===== src/rtl/inst_loader.sv =====
// Boot-time instruction-memory loader: assembles a little-endian byte stream into
// 32-bit words, writes them to consecutive word addresses and checks an XOR checksum.
module inst_loader #(
  parameter int unsigned DEPTH_LOG2 = 6
) (
  input  logic                  clk,
  input  logic                  Rst,
  input  logic                  Start,
  input  logic [7:0]            Byte_In,
  input  logic                  Byte_Valid,
  output logic                  Byte_Ready,
  output logic                  Mem_We,
  output logic [DEPTH_LOG2-1:0] Mem_Addr,
  output logic [31:0]           Mem_Wdata,
  output logic                  Cpu_Hold,
  output logic                  Busy,
  output logic                  Done,
  output logic                  Err
);

  localparam int unsigned MAX_WORDS = 1 << DEPTH_LOG2;

  typedef enum logic [2:0] {
    S_IDLE,
    S_HDR,
    S_DATA,
    S_WRITE,
    S_CSUM,
    S_DONE
  } state_t;

  state_t                r_state;
  state_t                w_next;
  logic [DEPTH_LOG2:0]   r_word_idx;
  logic [DEPTH_LOG2:0]   r_nwords;
  logic [1:0]            r_byte_idx;
  logic [7:0]            r_xor;
  logic [23:0]           r_asm;
  logic                  r_err;
  logic                  w_accept;
  logic                  w_last_word;
  logic [DEPTH_LOG2:0]   w_hdr_words;

  assign w_accept    = Byte_Valid && Byte_Ready;
  assign w_last_word = ((r_word_idx + (DEPTH_LOG2+1)'(1)) == r_nwords);
  assign Err         = r_err;

  // Header 0 means a full memory; headers beyond the memory size are clamped to it
  // so the last-word compare always terminates inside the address range.
  assign w_hdr_words = ((Byte_In == '0) || (32'(Byte_In) > MAX_WORDS))
                     ? (DEPTH_LOG2+1)'(MAX_WORDS)
                     : (DEPTH_LOG2+1)'(Byte_In);

  always_ff @(posedge clk) begin
    if (!Rst) begin
      r_state <= S_IDLE;
    end else begin
      r_state <= w_next;
    end
  end

  always_comb begin
    w_next     = r_state;
    Byte_Ready = 1'b0;
    Mem_We     = 1'b0;
    Busy       = 1'b1;
    Cpu_Hold   = 1'b1;
    Done       = 1'b0;
    case (r_state)
      S_IDLE: begin
        Busy     = 1'b0;
        Cpu_Hold = 1'b0;
        if (Start) begin
          w_next = S_HDR;
        end
      end
      S_HDR: begin
        Byte_Ready = 1'b1;
        if (Byte_Valid) begin
          w_next = S_DATA;
        end
      end
      S_DATA: begin
        Byte_Ready = 1'b1;
        if (Byte_Valid && (r_byte_idx == 2'd3)) begin
          w_next = S_WRITE;
        end
      end
      S_WRITE: begin
        Mem_We = 1'b1;
        w_next = w_last_word ? S_CSUM : S_DATA;
      end
      S_CSUM: begin
        Byte_Ready = 1'b1;
        if (Byte_Valid) begin
          w_next = S_DONE;
        end
      end
      S_DONE: begin
        Done   = 1'b1;
        w_next = S_IDLE;
      end
      default: begin
        w_next = S_IDLE;
      end
    endcase
  end

  always_ff @(posedge clk) begin
    if (!Rst) begin
      r_word_idx <= '0;
      r_nwords   <= '0;
      r_byte_idx <= '0;
      r_xor      <= '0;
      r_asm      <= '0;
      r_err      <= 1'b0;
      Mem_Addr   <= '0;
      Mem_Wdata  <= '0;
    end else begin
      case (r_state)
        S_IDLE: begin
          if (Start) begin
            r_err      <= 1'b0;
            r_word_idx <= '0;
            r_byte_idx <= '0;
            r_xor      <= '0;
          end
        end
        S_HDR: begin
          if (w_accept) begin
            r_nwords <= w_hdr_words;
            r_xor    <= r_xor ^ Byte_In;
          end
        end
        S_DATA: begin
          if (w_accept) begin
            r_xor      <= r_xor ^ Byte_In;
            r_byte_idx <= r_byte_idx + 2'd1;
            // First byte of a word shifts down to [7:0] after three more arrive.
            r_asm      <= {Byte_In, r_asm[23:8]};
            if (r_byte_idx == 2'd3) begin
              Mem_Addr  <= r_word_idx[DEPTH_LOG2-1:0];
              Mem_Wdata <= {Byte_In, r_asm};
            end
          end
        end
        S_WRITE: begin
          r_word_idx <= r_word_idx + (DEPTH_LOG2+1)'(1);
        end
        S_CSUM: begin
          if (w_accept) begin
            r_err <= (Byte_In != r_xor);
          end
        end
        default: begin
        end
      endcase
    end
  end

endmodule


===== config.mk =====
export PLATFORM = sky130hd
export DESIGN_NAME = inst_loader
export DESIGN_NICKNAME = d
export VERILOG_FILES = /design/src/rtl/inst_loader.sv
export SDC_FILE = /design/constraint.sdc
export NUM_CORES = 1
export LEC_CHECK = 0
export ABC_AREA = 1
export BUFFER_PORTS_ARGS = -buffer_cell sky130_fd_sc_hd__buf_2
export CORE_ASPECT_RATIO = 0.75
export CORE_UTILIZATION = 33
export DETAILED_ROUTE_END_ITERATION = 12
export PLACE_DENSITY = 0.53
export SLEW_MARGIN = 30
export SYNTH_ARGS = -nofsm -noshare
export SYNTH_HDL_FRONTEND = slang
export SYNTH_SLANG_ARGS = --single-unit

===== constraint.sdc =====
create_clock -name clk -period 1.6 [get_ports clk]
set_input_delay 0.16 -clock clk [delete_from_list [all_inputs] [get_ports clk]]
set_output_delay 0.16 -clock clk [all_outputs]
set_load 0.01 [all_outputs]

==> Word-level counts from Yosys, hierarchy flattened <==
Index checks and enable logic that the tools add are counted.
{ "word_totals": {"regBits": 90, "input_bits": 12, "output_inout_bits": 44, "elab_cells": 69} }
{ "op_classes": {"n_addsub": 2, "n_lt_le_gt_ge": 1, "n_eq_ne": 15, "muxes": 22, "n_bitwise": 1, "n_reduce_logical": 19} }
{ "ops": {"columns": ["operator", "n"], "rows": [
  ["8-bit two-way mux", 2],
  ["8-bit case mux with 2 select lines", 1],
  ["3-bit two-way mux", 5],
  ["3-bit case mux with 5 select lines", 1],
  ["7-bit two-way mux", 2],
  ["7-bit case mux with 2 select lines", 1],
  ["2-bit != test (second input constant)", 6],
  ["3-bit AND reduction", 4],
  ["8-bit by 7-bit > comparator with 1-bit output (second input constant)", 1],
  ["8-bit zero test", 1],
  ["8-bit != test", 1],
  ["2-bit nonzero test", 4],
  ["8-bit XOR", 1],
  ["7-bit by 1-bit adder with 7-bit output (second input constant)", 1],
  ["7-bit == test", 1],
  ["3-bit by 2-bit == test with 1-bit output (second input constant)", 2],
  ["3-bit == test (second input constant)", 2],
  ["1-bit two-way mux", 6],
  ["2-bit AND reduction", 3],
  ["2-bit two-way mux", 2],
  ["2-bit case mux with 2 select lines", 1],
  ["4-bit AND reduction", 1],
  ["3-bit by 1-bit == test with 1-bit output (second input constant)", 1],
  ["3-bit zero test", 1],
  ["other kinds (8)", 9]
]} }

==> Longest topological paths before layout <==
Gate-level depths: netlist of the first run.
{ "depth": {"depth_word": 6, "mapped_depth": 14, "mapped_depth_nobuf": 14} }

==> Least setup slack after synthesis of the first run <==
OpenSTA, ideal clock, no wires.
{ "synth_path": {"path_type": "flip-flop to flip-flop", "startpoint": "register r_word_idx[1]", "endpoint": "register r_state[1]", "setup_time_ns": 0.132, "arrival_time_ns": 1.388, "required_ns": 1.468, "path_slack_ns": 0.080, "stages_incl_launch_ff": 15, "path_buffers": 0, "period_less_slack_ns": 1.520, "path_cell_list": "dfxtp_1 ha_1 inv_1 nand2_1 nand2_1 nand2_1 nand2_1 nor2_1 nand2_1 nor2_1 nand2_1 nand2_1 nand2_1 nand2_1 a21oi_1"} }
{ "synth_via": {"elab_chain_len": 4} }
{ "synth_rtl": {"columns": ["item", "line", "rtl"], "rows": [
  ["start, declared", "34", "logic [DEPTH_LOG2:0] r_word_idx;"],
  ["start signal, assigned", "148", "r_word_idx <= r_word_idx + (DEPTH_LOG2+1)'(1);"],
  ["7-bit by 1-bit adder with 7-bit output", "45", "assign w_last_word = ((r_word_idx + (DEPTH_LOG2+1)'(1)) == r_nwords);"],
  ["7-bit == test", "45", null],
  ["3-bit two-way mux", "91", "w_next = w_last_word ? S_CSUM : S_DATA;"],
  ["3-bit case mux with 5 select lines", "69", "case (r_state)"],
  ["end signal, assigned", "58", "r_state <= w_next;"],
  ["end, declared", "32", "state_t r_state;"]
]} }
No other way between the ends.
A chain may end at the register's enable or synchronous reset.

==> Final worst setup path of the first run <==
{ "layout_path": {"startpoint": "register r_state[1]", "endpoint": "output Busy"} }
{ "layout_via": {"elab_chain_len": 2} }
{ "layout_rtl": {"columns": ["item", "line", "rtl"], "rows": [
  ["3-bit zero test", "69", null],
  ["1-bit two-way mux", "69", null],
  ["end, declared", "16", "output logic Busy,"]
]} }
No other way between the ends.

==> results of run 1 <==
## what timing repair did
action,in CTS,in global routing
cloned,0,2
setup buffers,1,7
pin swaps,1,4
gates resized for setup,5,11
endpoints found under the setup margin,37,58
## area by class of cell
type / count / area, sq um / area share
well taps: 140 / 175.2 / 0.03707
clock buffers: 12 / 236.5 / 0.05004
repair buffers: 84 / 555.5 / 0.1176
flip-flops and latches: 90 / 1808 / 0.3826
clock inverters: 4 / 76.32 / 0.01615
inverters: 26 / 101.3 / 0.02145
multi-input cells: 361 / 1773 / 0.3752
## flip-flops by register name (all words and copies together), names as in the netlist
register	flops
Mem_Addr	6
r_nwords	7
r_state	3
Mem_Wdata	32
r_xor	8
r_byte_idx	2
r_asm	24
r_word_idx	7
Err	1
## Yosys cell counts
| cell | count | area, sq um |
|---|---|---|
| o21ai_2 | 1 | 8.760 |
| o21ai_0 | 12 | 60.06 |
| nor2_2 | 4 | 25.02 |
| nand2_4 | 2 | 22.52 |
| nand2_2 | 2 | 12.51 |
| xor2_1 | 9 | 78.83 |
| buf_2 | 11 | 55.05 |
| inv_1 | 18 | 67.56 |
| buf_6 | 3 | 33.78 |
| dfxtp_1 | 90 | 1802 |
| nand3_1 | 57 | 285.3 |
| xnor2_1 | 1 | 8.760 |
| nand3b_1 | 2 | 15.01 |
| nor2_1 | 10 | 37.54 |
| clkbuf_1 | 14 | 52.55 |
| nor4_1 | 2 | 12.51 |
| clkinv_1 | 1 | 3.750 |
| o21ai_1 | 1 | 5.000 |
| o21ai_4 | 1 | 16.27 |
| or2_1 | 1 | 6.260 |
| ha_1 | 2 | 25.02 |
| o211a_1 | 1 | 10.01 |
| a21oi_1 | 89 | 445.4 |
| buf_4 | 3 | 22.52 |
| nand2_1 | 148 | 555.5 |
| nor3_1 | 1 | 5.000 |
| nor2_4 | 2 | 22.52 |
| inv_2 | 7 | 26.28 |
| o31ai_1 | 1 | 7.510 |
| nand4_1 | 11 | 68.82 |
## stage by stage
stage | hold WS (ns) | setup WS [ns] | total power, uW | instance area (sq um) | setup TNS, ns
after floorplan | 0.3024 | 0.07954 | 3744 | 3797 | 0
after global placement | 0.4462 | 0.03596 | 4193 | 4279 | 0
after detailed placement | 0.4499 | -0.003099 | 4219 | 4279 | -0.01071
after CTS | 0.1123 | 0.002544 | 6475 | 4604 | 0
after global routing | 0.1474 | -0.006383 | 6950 | 4726 | -0.006452
final | 0.1228 | 0.08252 | 6608 | 4726 | 0
## kinds of logic after synthesis
family | after synthesis
buf+inv | 57
xor+xnor | 10
flops | 90
fa+ha+maj | 2
compound gates | 106
simple gates | 242
## power breakdown
group / internal (uW) / leakage [uW] / total, uW / switching [uW]
clock: 1370 / 0.000147 / 2240 / 866
combinational: 662 / 0.000981 / 1840 / 1180
sequential: 2410 / 0.000729 / 2530 / 121
## path summary, 6_finish.rpt
path / slack (ns) / endpoint / cells after the start
min: 0.12 / r_asm[23] / 3
max: 0.08 / Busy / 6
min reg2reg: 0.46 / Mem_Wdata[19] / 2
max reg2reg: 0.12 / r_state[1] / 14
## metal layers
| layer | vias up | track usage | share of wire |
|---|---|---|---|
| met5 | - | 0 | 0 |
| met4 | 0 | 0.05020 | 0.012 |
| met3 | 12 | 0.04249 | 0.054 |
| met2 | 97 | 0.2514 | 0.41 |
| met1 | 1655 | 0.2503 | 0.52 |
| li1 | 1815 | - | - |
## worst register-to-register path, cell delays in order, from the launching register on
cell     delay (ns)
dfxtp_2        0.36
ha_4           0.18
inv_1          0.06
nand2_1        0.10
nand2_1        0.06
nand2_1        0.05
nand2_1        0.04
nor2_1         0.07
nand2_1        0.05
nor2_1         0.12
nand2_1        0.06
nand2_1        0.06
nand2_1        0.05
nand2_1        0.05
a21oi_1        0.05
==> impl_metrics.json, run 1 <==
{
  "syn_avg_cell_area_sq_um": 7.490,
  "die_w_microns": 125.9,
  "final_cell_mix": "148 x nand2_1, 89 x a21oi_1, 85 x dfxtp_1",
  "netlist_area_sq_um": 3797,
  "worstPathMaxFanout": 4,
  "max_freq_ghz": 0.6590,
  "yosysWarnings": 0,
  "grt_pass1_wl_microns": 16060,
  "startpoint": "r_state[1]",
  "peakVddDrop_mv": 0.5654,
  "p_leak_uw": 0.001857,
  "period_needed_ns": 1.517,
  "layout_commonest_cell": "nand2_1",
  "cpMaxStageDelayCell": "dfxtp_2",
  "cts-root-buf": "clkbuf_16",
  "antenna_cells_inserted": 0,
  "fin_cells": 717,
  "finalHoldViolCount": 0,
  "slew_headroom": 0.7550,
  "synth_compound_area_frac": 0.1456,
  "critPathArrivalTime_ns": 1.36,
  "rows": 33,
  "synth-seq-cells": 90,
  "worstMarginPinSlew_ns": 0.3642,
  "utilization": 0.4271,
  "yosysSeqAreaShare": 0.4745,
  "worst_clock_skew_ns": 0.005598,
  "gr-total-overflow": 0,
  "crit_path_frequent_cell": "inv_2",
  "cts_tree": "done",
  "drc": 0,
  "htreeDepth": 3,
  "gp_congestion": 0.8836,
  "clk_pin_slew_ns": 0.06,
  "worst-setup-path-type": "reg -> out",
  "path_delay_family": "buffers and inverters",
  "postCtsHoldBufs": 0,
  "crit_chain": "inv_2 > nand2_2 > nor2_4 > inv_2 > buf_4 > buf_2",
  "synthMuxAreaShare": 0,
  "port-buffer-count": 55,
  "hp-class": "in -> reg",
  "pin_count": 56,
  "yosys.area_share.simple": 0.2814,
  "syn_nets": 521,
  "yosysUniqueCellTypes": 30,
  "die_y_microns": 94.90,
  "clock-sinks": 90,
  "wirelength_microns": 10030,
  "cts_buffer_depth": 2,
  "synth_xor_area_frac": 0.02306,
  "dp_hpwl_microns": 6838,
  "nNetsFinal": 586,
  "crit_path_start_kind": "flip-flop",
  "status": "finished, final reports clean",
  "synth_top_family_by_area": "simple AND/OR/NAND/NOR gates",
  "nFillCells": 1134,
  "slew_violations": 0,
  "synthCells": 507,
  "grt_pass1_vias": 3249,
  "dieArea_sq_um": 11940,
  "area_delta_synth_final_pct": 24.45,
  "worst_setup_path_end_kind": "output pin",
  "cp.required_ns": 1.44,
  "antenna_left": 0,
  "place_inst": 692,
  "min_from": "Byte_In[7]",
  "synthAdderAreaFrac": 0.006590,
  "coreArea_sq_um": 11070,
  "first_iter_violations": 266,
  "grt_max_degree": 52,
  "clk_latency_ns": 0.34,
  "grt_usage": 0.1728,
  "initial_core_util": 0.3432,
  "drive_above_1_share": 0.2218,
  "drt_first_pass_iters": 5,
  "p_per_area_nw_per_um2": 1398,
  "cp_slowest_stage_delay_ns": 0.33,
  "setup_viol": 0,
  "wl_per_cell_microns": 13.98,
  "drt-vias-per-instance": 4.992,
  "maxCapViolCount": 0,
  "antenna_found_initial": 0,
  "r2r-start": "r_word_idx[0]",
  "cts_made_buffers": 9,
  "vias": 3579,
  "period_share": 0.9484,
  "critical_path_buf_inv_count": 4
}
No activity file was read; power rests on OpenSTA's default activity.
==> run 2: changes to the inputs <==
SETUP_SLACK_MARGIN = 0.1   (was unset)
==> impl_metrics.json, run 2 (synthesis gave the netlist of run 1 again) <==
{
  "status": "finished, final reports clean",
  "final_cell_mix": "144 x nand2_1, 89 x a21oi_1, 82 x dfxtp_1",
  "top_layer": "met4",
  "coreArea_sq_um": 11070,
  "worst-setup-path-type": "reg -> out",
  "grt_pass1_vias": 3113,
  "place_ws_ns": 0.02455,
  "dieArea_sq_um": 11940,
  "dp_hpwl_microns": 6801,
  "hp-class": "in -> reg",
  "rr_endpoint": "r_state[1]",
  "p_per_area_nw_per_um2": 1393,
  "htreeDepth": 3,
  "wl_met1_microns": 5114,
  "setup_viol": 0,
  "grt_usage": 0.1702,
  "antenna_cells_inserted": 0,
  "tns_ns": 0,
  "cts-root-buf": "clkbuf_16",
  "maxCapViolCount": 0,
  "worst_setup_path_end_kind": "output pin",
  "grt_pass1_wl_microns": 15800,
  "cts_tree": "done",
  "detailed_place.area_sq_um": 4257,
  "largest_reg_flops": 32,
  "grt_max_degree": 59,
  "hold_depth": 3,
  "drc": 0,
  "p_leak_uw": 0.001859,
  "cts_made_buffers": 9,
  "gp_congestion": 0.8134,
  "fin_ws_ns": 0.05808,
  "die_y_microns": 94.90,
  "clk_latency_ns": 0.34,
  "critPathArrivalTime_ns": 1.38,
  "r2r_cells": 11,
  "wirelength_microns": 9861,
  "initial_core_util": 0.3432,
  "first_iter_violations": 284,
  "nNetsFinal": 583,
  "drt_first_pass_iters": 4,
  "rows": 33,
  "pin_count": 56,
  "layout_commonest_cell": "nand2_1",
  "worst_clock_skew_ns": 0.007820,
  "clock-sinks": 90,
  "rsz0062_at_grt": "true",
  "largestRegisters": "Mem_Wdata: 32 flops, r_asm: 24 flops, r_xor: 8 flops",
  "holdWs_ns": 0.1177,
  "peakVddDrop_mv": 0.6780,
  "antenna_left": 0,
  "period_share": 0.9637,
  "worstMarginPinSlew_ns": 0.3983,
  "min_from": "Byte_In[7]",
  "cts_buffer_depth": 2,
  "slew_headroom": 0.7320,
  "regMostFlops": "Mem_Wdata",
  "max_freq_ghz": 0.6485,
  "port-buffer-count": 55,
  "period_needed_ns": 1.542,
  "worstPathMaxFanout": 10,
  "final_area_sq_um": 4758,
  "vias": 3490,
  "clk_pin_slew_ns": 0.06,
  "r2r-start": "r_word_idx[0]",
  "r2r_setup_slack_ns": 0.11,
  "met3_length_microns": 648,
  "cp.required_ns": 1.44,
  "drt-vias-per-instance": 4.888,
  "area_delta_synth_final_pct": 25.30,
  "crit_path_start_kind": "flip-flop",
  "drive_above_1_share": 0.2422,
  "slew_violations": 0,
  "min_to": "r_asm[23]",
  "wl_met2_microns": 4024,
  "die_w_microns": 125.9,
  "gr-total-overflow": 0,
  "wl_per_cell_microns": 13.81,
  "antenna_found_initial": 0,
  "finalHoldViolCount": 0
}
run 2: final cells by class:
class,instances,area [sq um]
fillers,1143,6307
inverters,26,106.4
well taps,140,175.2
multi-input cells,360,1834
flip-flops and latches,90,1819
clock buffers,12,246.5
clock inverters,4,51.30
repair buffers,82,525.5
run 2: metrics by stage:
stage / util / std cells / power (uW)
after floorplan: - / 507 / 3744
after global placement: 0.3847 / 692 / 4181
after detailed placement: 0.3847 / 692 / 4189
after CTS: 0.4145 / 709 / 6368
after global routing: 0.4300 / 714 / 6987
final: 0.4300 / 714 / 6629
run 2: layer usage:
| layer | track usage | vias up |
|---|---|---|
| li1 | - | 1805 |
| met1 | 0.2523 | 1596 |
| met2 | 0.2366 | 83 |
| met3 | 0.04646 | 6 |
| met4 | 0.04819 | 0 |
| met5 | 0 | - |
run 2: worst max-delay path: stages, from the launching register on:
cell	delay [ns]
dfxtp_2	0.33
inv_4	0.09
nor2_4	0.05
buf_4	0.13
nand2_1	0.09
clkinv_2	0.16
buf_2	0.18
run 2: timing repair:
| item | CTS | global route |
|---|---|---|
| pin swaps | 3 | 13 |
| setup endpoints to repair | 26 | 54 |
| gates resized for setup | 8 | 35 |
| hold buffers | 0 | 0 |
| setup buffers | 1 | 5 |
run 2: worst max path at each step:
stage,end,from,slack (ns)
2_1_floorplan,r_state[1],r_word_idx[1],0.11
3_3_place_gp,r_state[0],r_state[0],-0.004
3_5_place_dp,r_state[0],r_state[0],0.02
4_1_cts,Byte_Ready,r_state[2],0.001
5_1_grt,r_state[1],r_word_idx[0],0.009
6_report,Mem_We,r_state[1],0.06
run 2: where the power goes:
part	leakage [uW]	total, uW	switching (uW)	internal (uW)
registers	0.000731	2550	136	2410
logic	0.000985	1970	1210	763
clock network	0.000143	2110	853	1250
